<file path="src/rtl/adc_multi_controller.sv">
// Multi-channel ADCxx1S101 capture controller: shared SCLK/CS_N, parallel shift-in,
// per-channel offset/saturate/bit-select/invert, then serial drain into the pixel FIFO.
module adc_multi_controller #(
  parameter int NUM_CH     = 1,
  parameter int ADC_BITS   = 12,
  parameter int LEAD_ZEROS = 3,
  parameter int OUT_BITS   = 8,
  parameter int BIT_OFFSET = 1,
  parameter int INVERT     = 1,
  parameter int CH_BITS    = 2
) (
  input  logic                clk,
  input  logic                reset,
  input  logic                capture_start,
  input  logic [7:0]          track_counts,
  input  logic [ADC_BITS-1:0] val_offset,
  input  logic [NUM_CH-1:0]   sdata,
  input  logic                fifo_full,
  output logic                capture_done,
  output logic                overrun,
  output logic                fifo_wr_en,
  output logic [OUT_BITS-1:0] fifo_wr_data,
  output logic [CH_BITS-1:0]  fifo_wr_ch,
  output logic                sclk,
  output logic                cs_n
);

  localparam int SEL_W  = OUT_BITS + BIT_OFFSET;
  localparam int PH_MAX = (2*ADC_BITS > 256) ? 2*ADC_BITS : 256;
  localparam int CNT_W  = $clog2(PH_MAX);

  typedef enum logic [2:0] {IDLE, TRACK, ZEROS, READ, DRAIN} state_t;

  state_t               state;
  logic                 pending;
  logic [CNT_W-1:0]     timer;
  logic [CH_BITS-1:0]   ch_idx;
  logic [ADC_BITS-1:0]  raw [NUM_CH];

  logic [7:0]           trk_m1;
  logic                 track_last;
  logic                 last_wr;
  logic                 consume;
  logic                 go;
  logic [ADC_BITS-1:0]  sel;
  logic [ADC_BITS:0]    diff;
  logic [ADC_BITS-1:0]  mag;
  logic [OUT_BITS-1:0]  code;

  // A zero track length behaves as a single-cycle track phase.
  assign trk_m1     = (track_counts == 8'd0) ? 8'd0 : track_counts - 8'd1;
  assign track_last = (timer >= CNT_W'(trk_m1));

  assign last_wr = (state == DRAIN) && !fifo_full && (ch_idx == CH_BITS'(NUM_CH-1));
  assign consume = (state == IDLE) || last_wr;
  assign go      = consume && (pending || capture_start);

  assign fifo_wr_en = (state == DRAIN) && !fifo_full;
  assign fifo_wr_ch = ch_idx;

  always_comb begin
    sel = '0;
    for (int i = 0; i < NUM_CH; i++)
      if (ch_idx == CH_BITS'(i)) sel = raw[i];
  end

  // The extra top bit of diff is the borrow, i.e. the sign of raw - offset.
  assign diff = {1'b0, sel} - {1'b0, val_offset};
  assign mag  = diff[ADC_BITS-1:0];

  always_comb begin
    if (diff[ADC_BITS])
      code = '0;
    else if ((mag >> SEL_W) != '0)
      code = '1;
    else
      code = OUT_BITS'(mag >> BIT_OFFSET);
  end

  assign fifo_wr_data = (INVERT != 0) ? ~code : code;

  always_ff @(posedge clk) begin
    if (reset) begin
      state        <= IDLE;
      pending      <= 1'b0;
      timer        <= '0;
      ch_idx       <= '0;
      sclk         <= 1'b1;
      cs_n         <= 1'b1;
      capture_done <= 1'b0;
      overrun      <= 1'b0;
      for (int i = 0; i < NUM_CH; i++) raw[i] <= '0;
    end else begin
      capture_done <= 1'b0;
      overrun      <= capture_start && pending && !consume;
      pending      <= consume ? (pending && capture_start) : (pending || capture_start);

      // Sample on the clk edge that ends a high sclk phase.
      if (state == READ && sclk)
        for (int i = 0; i < NUM_CH; i++) raw[i] <= {raw[i][ADC_BITS-2:0], sdata[i]};

      case (state)
        IDLE: begin
          if (go) begin
            state <= TRACK;
            timer <= '0;
          end
        end
        TRACK: begin
          if (track_last) begin
            state        <= ZEROS;
            timer        <= '0;
            cs_n         <= 1'b0;
            sclk         <= 1'b0;
            capture_done <= 1'b1;
          end else begin
            timer <= timer + CNT_W'(1);
          end
        end
        ZEROS: begin
          sclk <= ~sclk;
          if (timer == CNT_W'(2*LEAD_ZEROS-1)) begin
            state <= READ;
            timer <= '0;
          end else begin
            timer <= timer + CNT_W'(1);
          end
        end
        READ: begin
          if (timer == CNT_W'(2*ADC_BITS-1)) begin
            state  <= DRAIN;
            cs_n   <= 1'b1;
            sclk   <= 1'b1;
            ch_idx <= '0;
          end else begin
            sclk  <= ~sclk;
            timer <= timer + CNT_W'(1);
          end
        end
        DRAIN: begin
          if (last_wr) begin
            ch_idx <= '0;
            timer  <= '0;
            state  <= go ? TRACK : IDLE;
          end else if (!fifo_full) begin
            ch_idx <= ch_idx + CH_BITS'(1);
          end
        end
        default: state <= IDLE;
      endcase
    end
  end

endmodule

</file>
<file path="config.mk">
export PLATFORM = sky130hd
export DESIGN_NAME = adc_multi_controller
export DESIGN_NICKNAME = d
export VERILOG_FILES = /design/src/rtl/adc_multi_controller.sv
export SDC_FILE = /design/constraint.sdc
export NUM_CORES = 1
export LEC_CHECK = 0
export BUFFER_PORTS_ARGS = -buffer_cell sky130_fd_sc_hd__buf_2
export CAP_MARGIN = 10
export CORE_MARGIN = 1
export CORE_UTILIZATION = 35
export DETAILED_ROUTE_END_ITERATION = 8
export GPL_TIMING_DRIVEN = 0
export REMOVE_ABC_BUFFERS = 1
export SETUP_SLACK_MARGIN = 0.15
export SLEW_MARGIN = 20
export SYNTH_ARGS = -nofsm -noshare
export SYNTH_HDL_FRONTEND = slang
export SYNTH_SLANG_ARGS = --single-unit
</file>
<file path="constraint.sdc">
create_clock -name clk -period 5.43 [get_ports clk]
set_clock_uncertainty 0.1 [all_clocks]
set_input_delay 0.2715 -clock clk [delete_from_list [all_inputs] [get_ports clk]]
set_output_delay 0.2715 -clock clk [all_outputs]
set_load 0.03 [all_outputs]
</file>
==> reports/results.ini <==
[yosys]
netlist-cell-type-count = 56
syn_area_per_cell_um2 = 8.31
yosys_warnings = 0
synth.cell_area_um2 = 2510
synth_fa_ha_area_frac = 0.123
synth_top_family_by_area = simple AND/OR/NAND/NOR gates
synth-compound-area-share = 0.201
ys_seq_elements = 30
yosysSeqAreaShare = 0.287
synth_edf_count = 12
muxShareOfSynthArea = 0.00798
synth_simple_gate_area_frac = 0.261
synth_async_sr_flop_share = 0
syn_inst = 302
synth_xor_area_frac = 0.0628
ys.flop_type = dfxtp_1

[power_and_ir_drop]
power_frac_seq = 0.376
cellLeakagePower_nw = 1.30
peakVddDrop_uv = 131
sw_frac_of_total = 0.387
power-per-cell-area_nw_per_um2 = 266
p_int_uw = 470
p_comb_frac = 0.404
power_switching_uw = 296
p_clk_frac = 0.220

[clock_network]
clockBufferDepth = 2
path_clk_slew_ns = 0.06
cts_hold_buf = 0
numClockSinks = 30
cts_max_level = 2
cts_setup_buffers = 0
cts_tree = built
clk-insertion-delay-late_ns = 0.28
numCtsBuffers = 5
cts_resized = 0
ctsRootBufferMaster = clkbuf_8

[global_routing]
grt_pass1_wl_um = 8680
grt_usage = 0.145
overflow = 0
grt_pass1_vias = 2055
antenna_found_initial = 0
grt_max_degree = 15

[placement]
io_buffers = 39
dpl_cell_area_um2 = 2790
place_ws_ns = 2.00
place_congestion = 0.818
place_hpwl_um = 3970

[routing]
dr.pass1.iters = 4
drcViolationCount = 0
routed_wl_um = 4950
avgViaCountPerCell = 5.02
ant_nets = 0
vias = 2197
drtIter0Drc = 42
wl_per_cell_um = 11.3

[timing]
rsz0062_at_grt = no
fmax_mhz = 278
drv_slew = 0
tightest_slew_ns = 0.553
period_needed_ns = 3.59
setup_viol_count_final = 0
layout_worst_path_cycle_share = 0.662
worst_slack_ns = 1.84
timing.setup.tns_ns = 0
relSlewSlack = 0.630
timing_hold_violations_final = 0

[worst_setup_path]
startpoint_type = flip-flop
crit_path_max_fanout = 14
critPathArrivalTime_ns = 3.22
ff2ff_path_depth = 8
r2r_start = fifo_wr_ch[0]$_SDFFE_PP0P_
crit_chain = inv_1 > ha_1 > and2_1 > ha_1 > nand4_1 > o22ai_1 > nor3_1 > nor4_1 > a311o_1 > o21ai_0 > buf_2
cp-end-kind = primary output
rrSetupSlack_ns = 2.92
cp.required_ns = 5.06
regToRegEndpoint = timer[3]$_SDFFE_PP0P_
worstSetupPathType = flip-flop to primary output
critPathLaunch = fifo_wr_ch[0]$_SDFFE_PP0P_
path_common_cell = ha_1
cp_slowest_cell = ha_1
cpPeakStageDelay_ns = 0.39

[min_path]
hp-class = input port to flip-flop
hold_path_depth = 2
hp-start = capture_start
worstHoldEndpoint = pending$_SDFF_PP0_

[floorplan]
ios = 40
die_width_um = 86.7
die_area_um2 = 7510
core_area_um2 = 6870
start_util = 0.365
die_h_um = 86.7
rows = 30

[cells_and_area]
drive_above_1_share = 0.161
area_delta_synth_final_pct = 14.7
nets = 390
diodes = 0
post-route-cell-area_um2 = 2880

[status]
status = completed

[flow_run]
maxCapViolations = 0

-- per-layer routing --
layer | global-route usage | vias up | part of all wire
li1 | - | 1140 | -
met1 | 0.178 | 1005 | 0.49
met2 | 0.246 | 43 | 0.46
met3 | 0.0257 | 9 | 0.029
met4 | 0.0667 | 0 | 0.022
met5 | 0 | - | 0
-- flip-flops by register name, indices dropped and copies added (netlist names) --
| name | cells |
|---|---|
| raw | 12 |
| timer | 8 |
| state | 3 |
| fifo_wr_ch | 2 |
| capture_done | 1 |
| cs_n | 1 |
| overrun | 1 |
| pending | 1 |
| sclk | 1 |
-- power by group through the flow --
stage | registers, mW | clock network [mW] | logic, mW
finish | 0.288 | 0.168 | 0.309
floorplan | 0.284 | 0 | 0.243
CTS | 0.288 | 0.177 | 0.310
global placement | 0.292 | 0 | 0.302
global route | 0.294 | 0.183 | 0.345
detailed placement | 0.292 | 0 | 0.309
-- synth_stat cells (3+ instances only) --
cell	n	area, um2
o21a_1	3	22.5
nor4_1	4	25.0
nand4_1	7	43.8
dfxtp_1	18	360
a21o_1	6	45.0
nor3b_1	3	22.5
a21oi_1	17	85.1
nor2_1	25	93.8
and3_1	3	18.8
xnor2_1	7	61.3
clkbuf_1	3	11.3
nor3_1	9	45.0
a211o_1	3	26.3
xor2_1	11	96.3
nand2b_1	5	31.3
ha_1	23	288
edfxtp_1	12	360
nor2b_1	4	25.0
inv_1	25	93.8
o211ai_1	4	30.0
and2_1	25	156
nand2_1	27	101
o21ai_0	17	85.1
-- worst max-delay path by stage --
stage / endpoint / depth (start not counted)
finish: fifo_wr_data[1] / 11
floorplan: fifo_wr_data[1] / 10
detailed placement: state[1]$_SDFFE_PP0P_ / 12
global placement: state[1]$_SDFFE_PP0P_ / 12
global route: fifo_wr_data[3] / 11
CTS: fifo_wr_data[1] / 11
-- critical path: cells and delay by family (launching register included) --
family                   cells  cell delay (ns)
buffers and inverters        2             0.25
flip-flops                   1             0.37
AO/OA/AOI/OAI                3             0.82
adder cells (fa/ha/maj)      2             0.71
AND/OR/NAND/NOR              4             0.79
-- layout make-up --
type	instances	area [um2]
sequential	30	721
timing repair buffer	40	203
tap	96	120
clock buffer	6	72.6
multi-input combinational	238	1650
fill	726	3990
clock inverter	2	8.76
inverter	26	103
-- through the flow --
step / power (mW) / util / hold slack (ns) / instances
2_1_floorplan: 0.527 / - / 0.241 / 294
6_report: 0.766 / 0.419 / 0.155 / 438
4_1_cts: 0.774 / 0.418 / 0.148 / 438
3_5_place_dp: 0.601 / 0.406 / 0.344 / 430
5_1_grt: 0.822 / 0.419 / 0.160 / 438
3_3_place_gp: 0.595 / 0.405 / 0.344 / 429
-- cell usage in the layout (no fill, tap or decap), types with 4 or more instances in the layout --
master,count
buf_2,39
nand2_1,27
dfxtp_1,18
nand4_1,7
xnor2_1,7
nor4_1,4
o211ai_1,4
xor2_1,11
and2_1,25
clkbuf_8,5
nor2_1,25
edfxtp_1,12
a21o_1,6
inv_1,25
a21oi_1,17
nand2b_1,5
o21ai_0,16
nor3_1,8
nor2b_1,4
ha_1,23
-- kinds of logic after synthesis --
| kind of cell | after synthesis |
|---|---|
| AO/OA/AOI/OAI | 72 |
| buffers and inverters | 34 |
| AND/OR/NAND/NOR | 122 |
| XOR/XNOR | 18 |
| adder cells (fa/ha/maj) | 24 |
| flip-flops | 30 |
| multiplexers | 2 |
Note: power is estimated with default switching activity, not from simulation.
